$ cat src/rtl/ccff_chain_loader.sv
// Purpose : writer/readback end of a tile configuration chain; serializes words LSB-first onto the chain head and captures the bits falling out of the tail.
// Latency : word accepted on edge N drives its first bit (shift_en=1) in cycle N+1; rd_valid pulses the cycle after that word's last shift.
// Backpr. : wr_ready only in WAIT_WORD (producer may stall indefinitely); rd_valid/done are strobes with no backpressure.
//
// Ports:
//   clk, reset (async, active-low)     start/busy : load request and in-progress flag
//   wr_data/wr_valid/wr_ready          : configuration word input handshake
//   ccff_head/ccff_shift_en/ccff_tail  : serial chain interface
//   rd_data/rd_valid                   : readback of previous chain contents
//   done                               : one-cycle pulse after CHAIN_LEN shifts
module ccff_chain_loader #(
    parameter int WORD_W    = 8,
    parameter int CHAIN_LEN = 20
) (
    input  logic              clk,
    input  logic              reset,
    input  logic              start,
    output logic              busy,
    input  logic [WORD_W-1:0] wr_data,
    input  logic              wr_valid,
    output logic              wr_ready,
    output logic              ccff_head,
    output logic              ccff_shift_en,
    input  logic              ccff_tail,
    output logic [WORD_W-1:0] rd_data,
    output logic              rd_valid,
    output logic              done
);

    // Counters must hold both CHAIN_LEN and WORD_W, whichever is larger.
    localparam int MAX_N = (CHAIN_LEN > WORD_W) ? CHAIN_LEN : WORD_W;
    localparam int CNT_W = $clog2(MAX_N + 1);
    localparam logic [CNT_W-1:0] LEN_C  = CNT_W'(CHAIN_LEN);
    localparam logic [CNT_W-1:0] WORD_C = CNT_W'(WORD_W);
    localparam logic [CNT_W-1:0] ONE_C  = CNT_W'(1);

    typedef enum logic [1:0] {IDLE, WAIT_WORD, SHIFT, DONE} state_t;

    state_t            state, state_nxt;
    logic [WORD_W-1:0] sreg, rsreg, rs_nxt;
    logic [CNT_W-1:0]  tcnt, wcnt, nbits, remain;
    logic              shift_q;
    logic              accept, last_shift;

    assign accept     = (state == WAIT_WORD) && wr_valid;
    assign remain     = LEN_C - tcnt;
    assign last_shift = shift_q && ((wcnt + ONE_C) == nbits);

    // Both chain-facing outputs come straight from flops.
    assign ccff_head     = sreg[0];
    assign ccff_shift_en = shift_q;

    // Readback register with the tail bit of this cycle merged at position wcnt.
    always_comb begin
        rs_nxt = rsreg;
        for (int i = 0; i < WORD_W; i++) begin
            if (wcnt == CNT_W'(i)) begin
                rs_nxt[i] = ccff_tail;
            end
        end
    end

    always_ff @(posedge clk or negedge reset) begin
        if (!reset) begin
            state <= IDLE;
        end else begin
            state <= state_nxt;
        end
    end

    // SHIFT covers the nbits shift cycles plus one trailing cycle with
    // shift_en low in which rd_valid is presented; leaving only after that
    // cycle keeps rd_valid and done apart and guarantees a gap between words.
    always_comb begin
        state_nxt = state;
        busy      = (state != IDLE);
        wr_ready  = 1'b0;
        done      = 1'b0;
        case (state)
            IDLE: begin
                if (start) state_nxt = WAIT_WORD;
            end
            WAIT_WORD: begin
                wr_ready = 1'b1;
                if (wr_valid) state_nxt = SHIFT;
            end
            SHIFT: begin
                if (!shift_q) state_nxt = (tcnt == LEN_C) ? DONE : WAIT_WORD;
            end
            DONE: begin
                done      = 1'b1;
                state_nxt = IDLE;
            end
            default: state_nxt = IDLE;
        endcase
    end

    always_ff @(posedge clk or negedge reset) begin
        if (!reset) begin
            sreg     <= '0;
            rsreg    <= '0;
            rd_data  <= '0;
            rd_valid <= 1'b0;
            tcnt     <= '0;
            wcnt     <= '0;
            nbits    <= '0;
            shift_q  <= 1'b0;
        end else begin
            rd_valid <= last_shift;
            if (state == IDLE && start) begin
                tcnt <= '0;
            end
            if (accept) begin
                sreg    <= wr_data;
                // The final word may be partial; its upper bits are never shifted.
                nbits   <= (remain < WORD_C) ? remain : WORD_C;
                wcnt    <= '0;
                rsreg   <= '0;
                shift_q <= 1'b1;
            end else if (shift_q) begin
                sreg  <= sreg >> 1;
                rsreg <= rs_nxt;
                wcnt  <= wcnt + ONE_C;
                tcnt  <= tcnt + ONE_C;
                if (last_shift) begin
                    shift_q <= 1'b0;
                    rd_data <= rs_nxt;
                end
            end
        end
    end

endmodule

$ cat config.mk
export PLATFORM = sky130hd
export DESIGN_NAME = ccff_chain_loader
export DESIGN_NICKNAME = d
export VERILOG_FILES = /design/src/rtl/ccff_chain_loader.sv
export SDC_FILE = /design/constraint.sdc
export NUM_CORES = 1
export LEC_CHECK = 0
export BUFFER_PORTS_ARGS = -buffer_cell sky130_fd_sc_hd__buf_2
export CAP_MARGIN = 10
export CORE_MARGIN = 5
export CORE_UTILIZATION = 65
export CTS_BUF_LIST = sky130_fd_sc_hd__clkbuf_8
export CTS_CLUSTER_DIAMETER = 60
export DETAILED_ROUTE_END_ITERATION = 7
export HOLD_SLACK_MARGIN = 0.12
export PLACE_DENSITY = 0.95
export SKIP_LAST_GASP = 1
export SYNTH_ARGS = -nofsm -noshare
export SYNTH_HDL_FRONTEND = slang
export SYNTH_SLANG_ARGS = --single-unit
$ cat constraint.sdc
create_clock -name clk -period 4.8 [get_ports clk]
set_clock_uncertainty 0.15 [all_clocks]
set_input_delay 0.96 -clock clk [delete_from_list [all_inputs] [get_ports clk]]
set_output_delay 0.96 -clock clk [all_outputs]
set_load 0.01 [all_outputs]
==> results_dict.tcl, run 1 <==
set metrics [dict create \
    status "finished, final reports clean" \
    yosysSeqAreaShare_pct 46.8 \
    syn_area_um2 2300 \
    path_cells "buf_2" \
    syn_inst 232 \
    core_area_um2 3390 \
    hold_viol 0 \
    fin_nets 272 \
    drt-vias-per-instance 5.84 \
    grt_max_degree 44 \
    p_leak_uw 0.00125 \
    firstDrtPassIters 4 \
    worstMarginPinSlew_ps 993 \
    r2r-start "wcnt[0]" \
    ys_ff_latch 43 \
    hold_buffers 0 \
    synth_top_cell_by_area "dfrtp_1" \
    rows 21 \
    dpl_worst_slack_ps 2080 \
    synth_xor_area_share_pct 4.19 \
    fp.dieH_um 69.5 \
    yosys-top-cells-area "dfrtp_1 (47%), mux2_2 (6.4%), mux2i_1 (5.2%), nand2_1 (5.1%), nor2_1 (3.6%)" \
    hp-start "nbits[0]" \
    p_sw_uw 733 \
    synth_top_family_by_area "simple AND/OR/NAND/NOR gates" \
    power_uw 1750 \
    worst_path_max_delay_cell "dfrtp_1" \
    wl_per_cell_um 17.3 \
    async_flop_share_pct 100 \
    max_clock_freq_mhz 371 \
    rsz0062_at_grt "false" \
    setup_slack_ps 2100 \
    clock-sinks 43 \
    p_sw_share_pct 41.9 \
    synth_mux_area_share_pct 12.2 \
    diodes 0 \
    cts_buffers 5 \
    clk_latency_ps 300 \
    cts_tree "built" \
    power_frac_seq_pct 39.7 \
    h-tree-depth 2 \
    ir_worst_vdd_mv 0.401 \
    finish.utilization_pct 74.6 \
    layout-drive-gt1-share_pct 21.7 \
    io_buffers 26 \
    fin_crit_sh_pct 56.1 \
    yosysMostFrequentCell "dfrtp_1" \
    synth_cell_types 41 \
    synth-edff-count 0 \
    intPower_uw 1020 \
    worst_setup_path_end_kind "primary output" \
    fin_tns_setup_ps 0 \
    synthSimpleGateAreaFrac_pct 19.2 \
    hpwl_um 3350 \
    pwr-share-comb_pct 43.5 \
    cp_max_fo 25 \
    final_max_slew_viol_count 0 \
    crit_start "ccff_shift_en" \
    min_period_ps 2700 \
    max_stage_delay_ps 1000 \
    criticalPathCategory "flip-flop to primary output" \
    synth_compound_area_share_pct 9.79 \
    die_area_um2 4830 \
    cp.required_ps 3690 \
    postCtsSetupBuffers 0 \
    place_area_um2 2410 \
    finalInstanceArea_um2 2530 \
    p_per_area_nw_per_um2 692 \
    initial_core_util_pct 67.8 \
    ctsResizeCount 0 \
    ios 27 \
    cp-start-kind "flip-flop" \
    max-cap-violations 0 \
    die_x_um 69.5 \
    pwr-share-clk_pct 16.9 \
    slew_headroom_pct 33.8 \
    ys.flop_type "dfrtp_1" \
    gp_congestion 0.807 \
    n_fill_cell 207 \
    multi_input_area_um2 1120 \
    synth_nets 251 \
    syn_area_per_cell_um2 9.91 \
    overflow 0 \
    cts_root_buf "clkbuf_8" \
    worstHoldPathType "flip-flop to flip-flop" \
    antenna_left 0 \
    first_global_vias 1692 \
    synthAdderAreaFrac_pct 3.26 \
    wirelength_um 5180 \
    worstPathArrival_ps 1590 \
    clk_pin_slew_worst_paths_ps 80 \
    yosys_warnings 0 \
    drcViolationCount 0 \
    vias 1752 \
    grt_pass1_wl_um 8710 \
    clock_path_buffers 2 \
    crit_family "flip-flops" \
    synth_top_area_share_pct 46.8 \
    path_buf_inv 1 \
    grt_antenna_before_repair 0 \
    grt_usage_pct 22.9 \
    synth_commonest_cells "dfrtp_1 (43), nand2_1 (31), nor2_1 (22)" \
    seq_area_um2 1080 \
    finalSetupViolations 0 \
    drtIter0Drc 132 \
    area_delta_synth_final_pct 10.0 \
]
-- power groups by stage --
| stage | registers (uW) | logic [uW] | clock network [uW] |
|---|---|---|---|
| floorplan | 629 | 605 | 0 |
| global placement | 681 | 696 | 0 |
| detailed placement | 690 | 738 | 0 |
| CTS | 687 | 762 | 296 |
| global route | 715 | 847 | 309 |
| finish | 695 | 761 | 295 |
-- final cells by class --
class | instances | share of cell area, %
tap | 46 | 2.27
clock buffer | 6 | 3.26
multi-input combinational | 169 | 44.2
inverter | 8 | 1.19
clock inverter | 2 | 1.38
timing repair buffer | 26 | 5.14
sequential | 43 | 42.5
-- metrics by stage --
stage | instances | hold slack (ps)
final | 300 | 357
after global placement | 292 | 338
after CTS | 300 | 359
after floorplan | 232 | 317
after detailed placement | 292 | 341
after global routing | 300 | 375
-- kinds of logic (layout without fill, tap and decap cells) --
logic type      count (synthesis)  in the layout
flops                          43             43
mux                            26             26
buf+inv                        20             42
compound gates                 34             34
fa+ha+maj                       6              6
simple gates                   92             92
xor+xnor                       11             11
-- placed cells by master, fill, tap and decap left out, types with 2 or more instances in the layout --
cell type,count
dfrtp_1,43
nand2_1,31
buf_2,26
nor2_1,22
nand3_1,15
mux2_2,13
mux2i_1,12
o21ai_0,11
a21oi_1,11
inv_1,8
xor2_1,6
ha_1,6
clkbuf_8,6
and2_1,5
xnor2_1,5
nor2b_1,3
o31ai_1,3
and3_1,2
nor3_1,2
a211oi_1,2
nand4_1,2
nand2b_1,2
-- per-layer routing --
layer	part of all wire, %	vias to the layer above	GRT usage, %
met5	0	-	0
met4	1.7	0	9.11
met3	3.6	8	3.19
met2	52	49	39.4
met1	43	863	28.9
li1	-	832	-
-- path summary, 6_finish.rpt --
| path | endpoint | slack, ps | cells past startpoint |
|---|---|---|---|
| max | ccff_shift_en | 2100 | 1 |
| max in group asynchronous | tcnt[1] | 3280 | 1 |
| max reg2reg | rd_data[2] | 2310 | 6 |
| min reg2reg | nbits[0] | 360 | 1 |
| min | nbits[0] | 360 | 1 |
| min in group asynchronous | sreg[0] | 640 | 1 |
-- registers in the layout, indices dropped and copies added, names as in the netlist --
register and count:
wcnt 5, nbits 5, tcnt 5, ccff_shift_en 1
state 2, rd_data 8, rd_valid 1, sreg 8
rsreg 8
(Power assumes the default switching activity.)
==> run 2: changes to the inputs <==
Settings changed: ABC_AREA set to 1, CORE_UTILIZATION 65 to 54, PLACE_DENSITY 0.95 to 0.85.
Clock period 4.8 ns to 2.4 ns, I/O delays scaled along.
==> results_dict.tcl, run 2 <==
set metrics [dict create \
    status "finished, final reports clean" \
    layout_commonest_cell "nand2_1" \
    overflow 0 \
    diodes 0 \
    power_uw 3460 \
    criticalPathCategory "flip-flop to flip-flop" \
    p_leak_uw 0.00138 \
    cts_buffers 5 \
    max-cap-violations 0 \
    wl_met2_um 2340 \
    endpoint "rd_data[2]" \
    vias 1872 \
    slew_headroom_pct 65.0 \
    max_stage_delay_ps 490 \
    ctsResizeCount 0 \
    drcViolationCount 0 \
    clock-sinks 43 \
    n_fill_cell 347 \
    clock_path_buffers 2 \
    syn_inst 279 \
    synth_top_cell_by_area "dfrtp_1" \
    first_global_vias 1791 \
    cp_max_fo 8 \
    fin_nets 328 \
    path_common_cell "nand2_1" \
    worstMarginPinSlew_ps 525 \
    reg2regPathDepth 11 \
    finalSetupViolations 0 \
    worstReg2RegEnd "rd_data[2]" \
    clk_pin_slew_worst_paths_ps 80 \
    postCtsSetupBuffers 0 \
    yosys_warnings 0 \
    grt_pass1_wl_um 7880 \
    cts_tree "built" \
    fin_crit_sh_pct 82.3 \
    crit_cells 11 \
    syn_area_per_cell_um2 8.35 \
    synth_top_area_share_pct 46.2 \
    hold_buffers 1 \
    highest_layer "met4" \
    wl_per_cell_um 12.6 \
    antenna_left 0 \
    hpwl_um 3340 \
    cp.required_ps 2440 \
    seq_area_um2 1080 \
    place_inst 351 \
    path_buf_inv 2 \
    fin_tns_setup_ps 0 \
    drtIter0Drc 127 \
    final_cells 360 \
    yosysSeqAreaShare_pct 46.2 \
    synth_nets 298 \
    io_buffers 26 \
    grt_max_degree 44 \
    ir_worst_vdd_mv 0.910 \
    clk_latency_ps 300 \
    area_delta_synth_final_pct 11.8 \
    synth-edff-count 0 \
    wirelength_um 4540 \
    drt-vias-per-instance 5.20 \
    die_x_um 75.7 \
    h-tree-depth 2 \
    max_clock_freq_mhz 506 \
    wl_met1_um 1960 \
    initial_core_util_pct 57.0 \
    p_per_area_nw_per_um2 1330 \
    synth_commonest_cells "nand2_1 (76), dfrtp_1 (43), inv_1 (38)" \
    core_area_um2 4090 \
    crit_family "simple AND/OR/NAND/NOR gates" \
    grt_usage_pct 18.4 \
    cp-start-kind "flip-flop" \
    cts_root_buf "clkbuf_8" \
    r2r_setup_slack_ps 430 \
    worstHoldPathType "input port to flip-flop" \
    multi_input_area_um2 1030 \
    min_period_ps 1970 \
    ys_ff_latch 43 \
    rsz0062_at_grt "false" \
    r2r-start "wcnt[0]" \
    path_cells "inv_2 -> ha_1 -> inv_1 -> nand2_1 -> nand2_1 -> nor2_1 -> nand3_1 -> nor2_2 -> nand4_4 -> nand2_1 -> nand2_1" \
    hold_viol 0 \
    ys.flop_type "dfrtp_1" \
    worst_setup_path_end_kind "flip-flop" \
    grt_antenna_before_repair 0 \
    syn_area_um2 2330 \
    ios 27 \
    worstPathArrival_ps 2020 \
    final_max_slew_viol_count 0 \
    layout-drive-gt1-share_pct 20.6 \
    die_area_um2 5730 \
    gp_congestion 0.885 \
    fp.dieH_um 75.7 \
    rows 23 \
    worst_path_max_delay_cell "dfrtp_1" \
    synth_cell_types 34 \
    hp-start "wr_data[5]" \
    crit_start "wcnt[0]" \
    yosys-top-cells-area "dfrtp_1 (46%), nand2_1 (12%), inv_1 (6.1%), o21ai_0 (3.4%), ha_1 (3.2%)" \
    wl_met3_um 203 \
    async_flop_share_pct 100 \
    yosysMostFrequentCell "nand2_1" \
    firstDrtPassIters 7 \
    reg.largest.list "rd_data (8), rsreg (8), sreg (8)" \
    layout_common_cells "nand2_1 (76), dfrtp_1 (43), inv_1 (39), buf_2 (26), o21ai_0 (16)" \
]
[run 2: tightest hold or removal path, stage by stage]
cell and delay (ps):
buf_2 70, nand2_1 40, o221ai_1 50
[run 2: metrics by stage]
stage	util [%]	setup WS, ps	instance area, um2	hold WS, ps
6_report	63.7	425	2600	238
5_1_grt	63.7	162	2600	237
4_1_cts	63.7	415	2600	237
3_5_place_dp	61.0	473	2490	311
3_3_place_gp	61.0	509	2490	311
2_1_floorplan	-	660	2330	34.4
[run 2: how the worst min path moves through the flow]
stage / slack (ps) / end / cells after the start
floorplan: 30 / ccff_shift_en / 0
global placement: 310 / rd_data[3] / 2
detailed placement: 310 / rd_data[3] / 2
CTS: 240 / sreg[5] / 3
global route: 240 / sreg[5] / 3
finish: 240 / sreg[5] / 3
[run 2: logic make-up after synthesis]
logic type / Yosys count / synth area share [%]
buffers and inverters: 54 / 9.67
AOI/OAI and AO/OA: 45 / 12.6
DFF: 43 / 46.2
xor gates and xnor gates: 2 / 0.752
and+or+nand+nor: 129 / 27.5
adders and majority gates: 6 / 3.22
[run 2: layer usage]
metal	track usage (%)	up-vias
met4	5.05	0
met5	0	-
met3	5.94	6
met2	31.7	36
li1	-	962
met1	22.2	868
[run 2: cell type report]
class,count,share of cell area (%)
Timing Repair Buffer,29,5.96
Tap cell,50,2.40
Clock buffer,7,3.70
Multi-Input combinational cell,182,39.5
Sequential cell,43,41.3
Clock inverter,1,0.144
Inverter,48,7.02
[run 2: report_power, final]
group	switching (uW)	internal (uW)	leakage, uW	total (uW)
sequential	246	1020	0.000556	1270
clock	237	258	0.0000557	496
combinational	1080	611	0.000767	1690
==> run 3: changes to the inputs <==
Settings changed: ABC_AREA 1 to 0, CORE_UTILIZATION 54 to 60, PLACE_DENSITY 0.85 to 0.89.
Clock period 2.4 ns to 1.9 ns, I/O delays scaled along.
==> results_dict.tcl, run 3 (synthesis results as in run 1) <==
set metrics [dict create \
    hpwl_um 3440 \
    min_period_ps 2170 \
    fin_nets 305 \
    pwr-share-comb_pct 52.8 \
    overflow 0 \
    h-tree-depth 2 \
    cp-start-kind "flip-flop" \
    p_sw_uw 1960 \
    p_leak_uw 0.00143 \
    max_stage_delay_ps 450 \
    criticalPathCategory "flip-flop to flip-flop" \
    clk_latency_ps 300 \
    grt_max_degree 26 \
    layout-drive-gt1-share_pct 34.5 \
    fp.dieH_um 71.9 \
    cp.required_ps 1950 \
    first_global_vias 1934 \
    pwr-share-clk_pct 14.7 \
    die_x_um 71.9 \
    cts_buffers 5 \
    path_cells "inv_2 -> ha_4 -> xor2_1 -> a211oi_2 -> o311ai_4 -> nor2_4 -> buf_12 -> mux2_4" \
    max-cap-violations 0 \
    worstMarginPinSlew_ps 447 \
    antenna_left 0 \
    power_frac_seq_pct 32.5 \
    vias 1887 \
    final_max_slew_viol_count 0 \
    worst_path_max_delay_cell "dfrtp_2" \
    crit_start "wcnt[0]" \
    drt-vias-per-instance 5.63 \
    clock-sinks 43 \
    ir_worst_vdd_mv 1.02 \
    ios 27 \
    rows 22 \
    grt_pass1_wl_um 8740 \
    wl_per_cell_um 15.4 \
    core_area_um2 3690 \
    layout_common_cells "dfrtp_1 (41), nand2_1 (30), buf_2 (26), buf_4 (26), nor2_1 (21)" \
    p_per_area_nw_per_um2 1720 \
    multi_input_area_um2 1200 \
    seq_area_um2 1080 \
    initial_core_util_pct 62.3 \
    intPower_uw 3010 \
    slew_headroom_pct 70.2 \
    cts_root_buf "clkbuf_8" \
    diodes 0 \
    n_fill_cell 234 \
    area_delta_synth_final_pct 26.0 \
    final_cells 335 \
    fin_crit_sh_pct 114 \
    violations "negative setup slack" \
    io_buffers 26 \
    cp_max_fo 5 \
    rsz0062_at_grt "true" \
    worstHoldPathType "input port to flip-flop" \
    place_inst 318 \
    grt_antenna_before_repair 0 \
    status "complete, but fails checks" \
    grt_usage_pct 21.3 \
    drcViolationCount 0 \
    reg.largest.list "rd_data (8), rsreg (8), sreg (8)" \
    gp_congestion 0.821 \
    wirelength_um 5160 \
    max_clock_freq_mhz 461 \
    clk_pin_slew_worst_paths_ps 90 \
    finalSetupViolations 9 \
    layout_commonest_cell "dfrtp_1" \
    worst_setup_path_end_kind "flip-flop" \
    firstDrtPassIters 4 \
    die_area_um2 5170 \
    hp-start "wr_data[1]" \
    r2r-start "wcnt[0]" \
    clock_path_buffers 2 \
    drtIter0Drc 136 \
    worstPathArrival_ps 2220 \
    p_sw_share_pct 39.5 \
    whs_ps 173 \
    cts_tree "built" \
    setup_slack_ps -269 \
    hold_viol 0 \
]
## run 3: cell count changes in the layout (fill, tap and decap cells not counted), sizes merged, moves of 5 or more
cell / before / now
nor2: 18 / 23
o21ai: 19 / 11
mux2i: 0 / 12
and2: 0 / 5
nand2: 86 / 32
xnor2: 0 / 5
buf: 28 / 57
inv: 49 / 8
a21oi: 4 / 11
o221ai: 7 / 0
mux2: 0 / 14
## run 3: power by group through the flow
stage,clock network [uW],logic [uW],registers (uW)
final,732,2620,1620
after global routing,782,2860,1670
after CTS,739,2500,1590
after detailed placement,0,2310,1610
after global placement,0,2230,1580
after floorplan,0,1580,1600
## run 3: cell type report
class | instances | share of cell area (%)
clock inverter | 3 | 1.51
inverter | 8 | 1.04
sequential | 43 | 37.2
multi-input combinational | 169 | 41.3
clock buffer | 5 | 2.38
tap | 48 | 2.07
timing repair buffer | 59 | 14.5
## run 3: critical path: cells and delay by family, from the launching register on
kind	cells	cell delay, ps
fa+ha+maj	1	210
compound gates	2	400
simple gates	1	160
buf+inv	2	240
flops	1	450
xor+xnor	1	170
mux	1	290
## run 3: timing repair
| item | 4_1_cts | 5_1_grt |
|---|---|---|
| pin swaps | 2 | 3 |
| hold endpoints to repair | 19 | 0 |
| gates resized for setup | 10 | 8 |
| endpoints found under the setup margin | 8 | 11 |
| hold buffers | 2 | 0 |
| gates cloned | 0 | 0 |
| setup buffers | 5 | 2 |
## run 3: path summary, 6_finish.rpt
| kind | endpoint | slack (ps) | cells after the start |
|---|---|---|---|
| min in group asynchronous | tcnt[0] | 400 | 2 |
| max in group asynchronous | wcnt[4] | 720 | 3 |
| hold reg to reg | nbits[3] | 360 | 2 |
| hold / removal | sreg[1] | 170 | 3 |
| setup / recovery | rd_data[0] | -270 | 8 |
| setup reg to reg | rd_data[0] | -270 | 8 |
## run 3: per-stage QoR
stage	total power (uW)	setup TNS, ps	cell area [um2]	worst slack, ps	utilization [%]
6_report	4970	-2090	2900	-269	78.5
5_1_grt	5310	-2620	2900	-323	78.5
4_1_cts	4830	-1930	2850	-267	77.2
3_5_place_dp	3920	-2310	2630	-333	71.4
3_3_place_gp	3810	-1580	2630	-237	71.4
2_1_floorplan	3170	-1510	2320	-217	-
## run 3: layer usage
layer	track usage, %	vias to the layer above	routed length, um
li1	-	900	-
met3	4.43	8	208
met2	37.9	44	2740
met5	0	-	0
met4	7.93	0	89
met1	25.4	935	2120
